## src/rtl/demux_edge_counter.sv

```systemverilog
// Per-channel rising-edge counters for the eight demux outputs, with saturation
// flags and a one-cycle-latency read port that can optionally clear on read.
module demux_edge_counter #(
  parameter int WIDTH = 8
) (
  input  logic             clk,
  input  logic             rst,
  input  logic             en,
  input  logic [7:0]       ch_in,
  input  logic             clr_all,
  input  logic             rd_req,
  input  logic [2:0]       rd_ch,
  input  logic             rd_clr,
  output logic             rd_valid,
  output logic [WIDTH-1:0] rd_data,
  output logic [7:0]       sat_flags,
  output logic             any_sat
);

  localparam logic [WIDTH-1:0] CNT_MAX = {WIDTH{1'b1}};
  localparam logic [WIDTH-1:0] CNT_ONE = WIDTH'(1);

  logic [WIDTH-1:0] cnt      [8];
  logic [WIDTH-1:0] cnt_next [8];
  logic [7:0]       prev;
  logic [7:0]       edge_det;
  logic [7:0]       sat_next;

  assign edge_det = ch_in & ~prev & {8{en}};
  assign any_sat  = |sat_flags;

  // Per channel, highest priority first: clr_all, clear-on-read, increment.
  always_comb begin
    sat_next = sat_flags;
    for (int k = 0; k < 8; k++) begin
      cnt_next[k] = cnt[k];
      if (clr_all) begin
        cnt_next[k] = '0;
        sat_next[k] = 1'b0;
      end else if (rd_req && rd_clr && (rd_ch == 3'(k))) begin
        cnt_next[k] = edge_det[k] ? CNT_ONE : '0;
        sat_next[k] = 1'b0;
      end else if (edge_det[k]) begin
        if (cnt[k] == CNT_MAX) begin
          sat_next[k] = 1'b1;
        end else begin
          cnt_next[k] = cnt[k] + CNT_ONE;
        end
      end
    end
  end

  // The read samples the count before this edge's update, so a read that
  // coincides with clr_all or rd_clr still returns the old value.
  always_ff @(posedge clk or posedge rst) begin
    if (rst) begin
      for (int k = 0; k < 8; k++) begin
        cnt[k] <= '0;
      end
      prev      <= '0;
      sat_flags <= '0;
      rd_valid  <= 1'b0;
      rd_data   <= '0;
    end else begin
      for (int k = 0; k < 8; k++) begin
        cnt[k] <= cnt_next[k];
      end
      prev      <= ch_in;
      sat_flags <= sat_next;
      rd_valid  <= rd_req;
      if (rd_req) begin
        rd_data <= cnt[rd_ch];
      end
    end
  end

endmodule

```

## config.mk

```make
export PLATFORM = sky130hd
export DESIGN_NAME = demux_edge_counter
export DESIGN_NICKNAME = d
export VERILOG_FILES = /design/src/rtl/demux_edge_counter.sv
export SDC_FILE = /design/constraint.sdc
export NUM_CORES = 1
export LEC_CHECK = 0
export BUFFER_PORTS_ARGS = -buffer_cell sky130_fd_sc_hd__clkbuf_2
export CORE_AREA = 10 10 84 159
export CTS_CLUSTER_DIAMETER = 30
export DETAILED_ROUTE_END_ITERATION = 10
export DIE_AREA = 0 0 94 169
export PLACE_DENSITY = 0.62
export SLEW_MARGIN = 20
export SYNTH_ARGS = -nofsm -noshare
export SYNTH_HDL_FRONTEND = slang
export SYNTH_SLANG_ARGS = --single-unit
```

## constraint.sdc

```tcl
create_clock -name clk -period 7.5 [get_ports clk]
set_clock_uncertainty 0.1 [all_clocks]
set_input_delay 0.75 -clock clk [delete_from_list [all_inputs] [get_ports clk]]
set_output_delay 0.75 -clock clk [all_outputs]
set_load 0.01 [all_outputs]
```

==> summary.md <==
| Metric | Value |
|---|---|
| Critical Path End Type | output port |
| Fill count | 1,012 |
| Mean Syn Cell Area | 10.6 um^2 |
| Mapped Area | 5090 um^2 |
| Crit Path Class | reg2out |
| Setup TNS | 0 ns |
| Die Ht | 169 um |
| Asr flop ratio synth | 100% |
| Clock-pin transition on the worst setup and hold timing paths | 0.06 ns |
| Leakage power | 2.46 nW |
| Core footprint | about 11,000 um^2 |
| Number of flops mapped to enable cells by yosys | 0 |
| Cell area power density | 183 nW/um^2 |
| Number of remaining DRC errors | 0 |
| Slew HR | 52.8% |
| Flop pwr share | between 40% and 50% |
| Synth Net Count | 505 |
| TritonCTS Sinks | 89 |
| Net Sw Frac | 22.5% |
| Crit path max fanout | 3 |
| Ant diodes | 0 |
| Pre-CTS WS | ~5.1 ns |
| Gp weighted congestion | roughly 0.86 |
| CP arrival | 1.61 ns |
| Distinct cells, synth | 51 |
| H-tree depth | 3 |
| Largest net degree at the start of global routing | 50 |
| Ys flop type | dfrtp_1 |
| Worst-Skew Late Latency | around 0.34 ns |
| Multi-input logic area | between 2000 and 3000 um^2 |
| Clock root buffer master | clkbuf_16 |
| GR Util met2 | about a third |
| TritonCTS buffer count | 9 |
| Min cycle time layout | 2.46 ns |
| Starting Density | 47.1% |
| Crit-path slowest cell | nor4_1 |
| NetSw | 0.000232 W |
| Wirelength, routed | 13,200 um |
| Antenna violations before repair | 0 |
| Seq/Total Area, Yosys | 43.7% |
| Layout cell share with drive strength beyond 1 | 17.5% |
| Top Ports | 35 |
| Met1 Use GR | a little under a fifth |
| Max-slew violations | 0 |
| Critical path cell sequence | nor4_1 -> nand2_1 -> clkbuf_2 |
| Gr usage total | 17.6% |
| Mapped Cells | between 400 and 500 |
| Seq cells post-synth | 89 |
| Vias in the first global route | 4,052 |
| Max-Cap Viols | 0 |
| Top-area cell type share of the netlist area | between 40 and 50% |
| Die area | 15,900 um^2 |
| Clock group share of total power | 44.9% |
| FF+latch area | 2230 um^2 |
| Status | completed |
| Comb pwr share | 6.9% |
| Clk buf depth | 2 |
| Ys Warns | 0 |
| Cell taking the most area after synthesis | dfrtp_1 |
| # setup viols final | 0 |
| Startpoint types | register |
| Post-cts sizing count | 0 |
| Area delta synth->final | 11.0% |
| First-pass GRT wire length | around 22,000 um |
| Drt first pass iters | 6 |
| Worst Tran Pin Value | about 0.7 ns |
| Die width | 94 um |
| Design Power | 0.00103 W |
| Int Power | 0.000801 W |
| # port buffers | 34 |
| Clock tree from TritonCTS | done |
| Remaining global-route overflow | 0 |
| Hold WC Path Type | in2async |
| Final hold slack | 0.380 ns |
| Synth top area cells | dfrtp_1 (44%), mux4_2 (7.1%), nor2_1 (5.5%) |
| Worst vdd ir | 145 uV |
| Num rows | 54 |
| Met3 usage | 3.72% |
| Worst path max stage delay | 0.61 ns |
| Antenna-violating nets left | 0 |
| Final period util | 32.8% |
| Setup Buffers After CTS | 0 |
| Wirelength per Cell | between 20 and 25 um |
| Final worst setup slack | 5.04 ns |
| Fmax achieved | roughly 410 MHz |
| Via-to-Cell Ratio | between 5 and 6 |
| Final nets | 537 |
| RSZ-0062 raised after global routing | no |
| Via count | 3,903 |
| Final Util | 52.3% |
| Endpoints failing hold | 0 |
| Iter 0 DRT Violations | 237 |
| Hold_buf cts | 0 |
| WP data required | 6.65 ns |
| GR peak layer | met2 |
| Hpwl dp | 10,200 um |
[Yosys cell counts (all sizes together), types with 2 or more instances]
cell / number
clkbuf: 5
and3b: 8
xnor2: 11
a211oi: 15
nor3: 16
nor2: 77
or3: 4
and4b: 2
buf: 9
o21bai: 2
inv: 8
and2: 3
dfrtp: 89
mux4: 16
a21o: 2
nor4: 5
o211ai: 16
o21ai: 12
xor2: 23
a31oi: 5
nor2b: 4
ha: 8
a41oi: 3
o2111ai: 4
nand3b: 7
and3: 12
and4: 4
nand4: 11
a31o: 2
a21oi: 18
nand3: 19
mux2i: 19
nand2: 31
a2111oi: 5
[layer usage]
metal / vias to the layer above / wire (um)
li1: 1843 / -
met1: 1943 / 4930
met2: 91 / 7360
met3: 26 / 540
met4: 0 / 420
met5: - / 0
[power groups by stage]
stage          Sequential [W]  Combinational [W]  Clock, W
3_5_place_dp         0.000507          0.0000722         0
4_1_cts              0.000498          0.0000723  0.000472
5_1_grt              0.000499          0.0000795  0.000497
3_3_place_gp         0.000506          0.0000711         0
2_1_floorplan        0.000505          0.0000501         0
6_report             0.000498          0.0000709  0.000464
[worst max-delay path, delay by kind of cell (launching register included)]
| family | cells | cell delay [ns] |
|---|---|---|
| AND/OR/NAND/NOR | 2 | 0.72 |
| buffers and inverters | 1 | 0.15 |
| flip-flops | 1 | 0.40 |
[registers in the layout, indices dropped and copies added, names as in the netlist]
register	count
cnt	64
prev	8
rd_data	8
sat_flags	8
rd_valid	1
[final timing paths]
check / startpoint / end / slack (ns) / depth (start not counted)
worst min-delay path: rst / cnt[22] / 0.38 / 2
worst max register to register: cnt[8] / cnt[8] / 5.64 / 5
min in group clk: rd_data[5] / rd_data[5] / 0.43 / 2
max in group asynchronous: rst / prev[5] / 5.81 / 3
worst max-delay path: sat_flags[1] / any_sat / 5.04 / 3
worst min register to register: rd_data[5] / rd_data[5] / 0.43 / 2
[layout make-up]
cell class | count | area share (%)
repair buffers | 35 | 3.14
clock buffers | 10 | 4.05
well taps | 140 | 3.10
multi-input cells | 368 | 48.5
clock inverters | 4 | 1.24
flip-flops and latches | 89 | 39.4
inverters | 9 | 0.620
[stage by stage]
stage	instance area, um^2	cells
finish	5650	655
global route	5650	655
CTS	5650	655
detailed placement	5360	641
global placement	5360	641
floorplan	5090	480
[cell families (layout without fill, tap and decap cells)]
kind of cell    Yosys count  in the layout  synth area share [%]
buf+inv                  23             58                  2.46
compound gates           85             85                  13.1
xor+xnor                 34             34                  5.85
flops                    89             89                  43.7
fa+ha+maj                 8              8                  1.97
mux                      35             35                  10.8
simple gates            206            206                  22.1
[cells in the final DEF, fill, tap and decap left out, types with 5 or more instances in the layout]
cell / count
nand3_1: 19
o211ai_1: 15
nand4_1: 11
nor3_1: 16
dfrtp_1: 89
mux2i_1: 19
clkbuf_2: 34
and3b_2: 5
nor2_1: 75
inv_1: 7
a31oi_1: 5
ha_1: 8
nand3b_4: 5
a211oi_1: 15
o21ai_0: 9
clkbuf_16: 9
mux4_2: 16
xor2_1: 23
a21oi_1: 18
xnor2_1: 11
and3_1: 12
nand2_1: 31
Note: power is estimated with default switching activity, not from simulation.
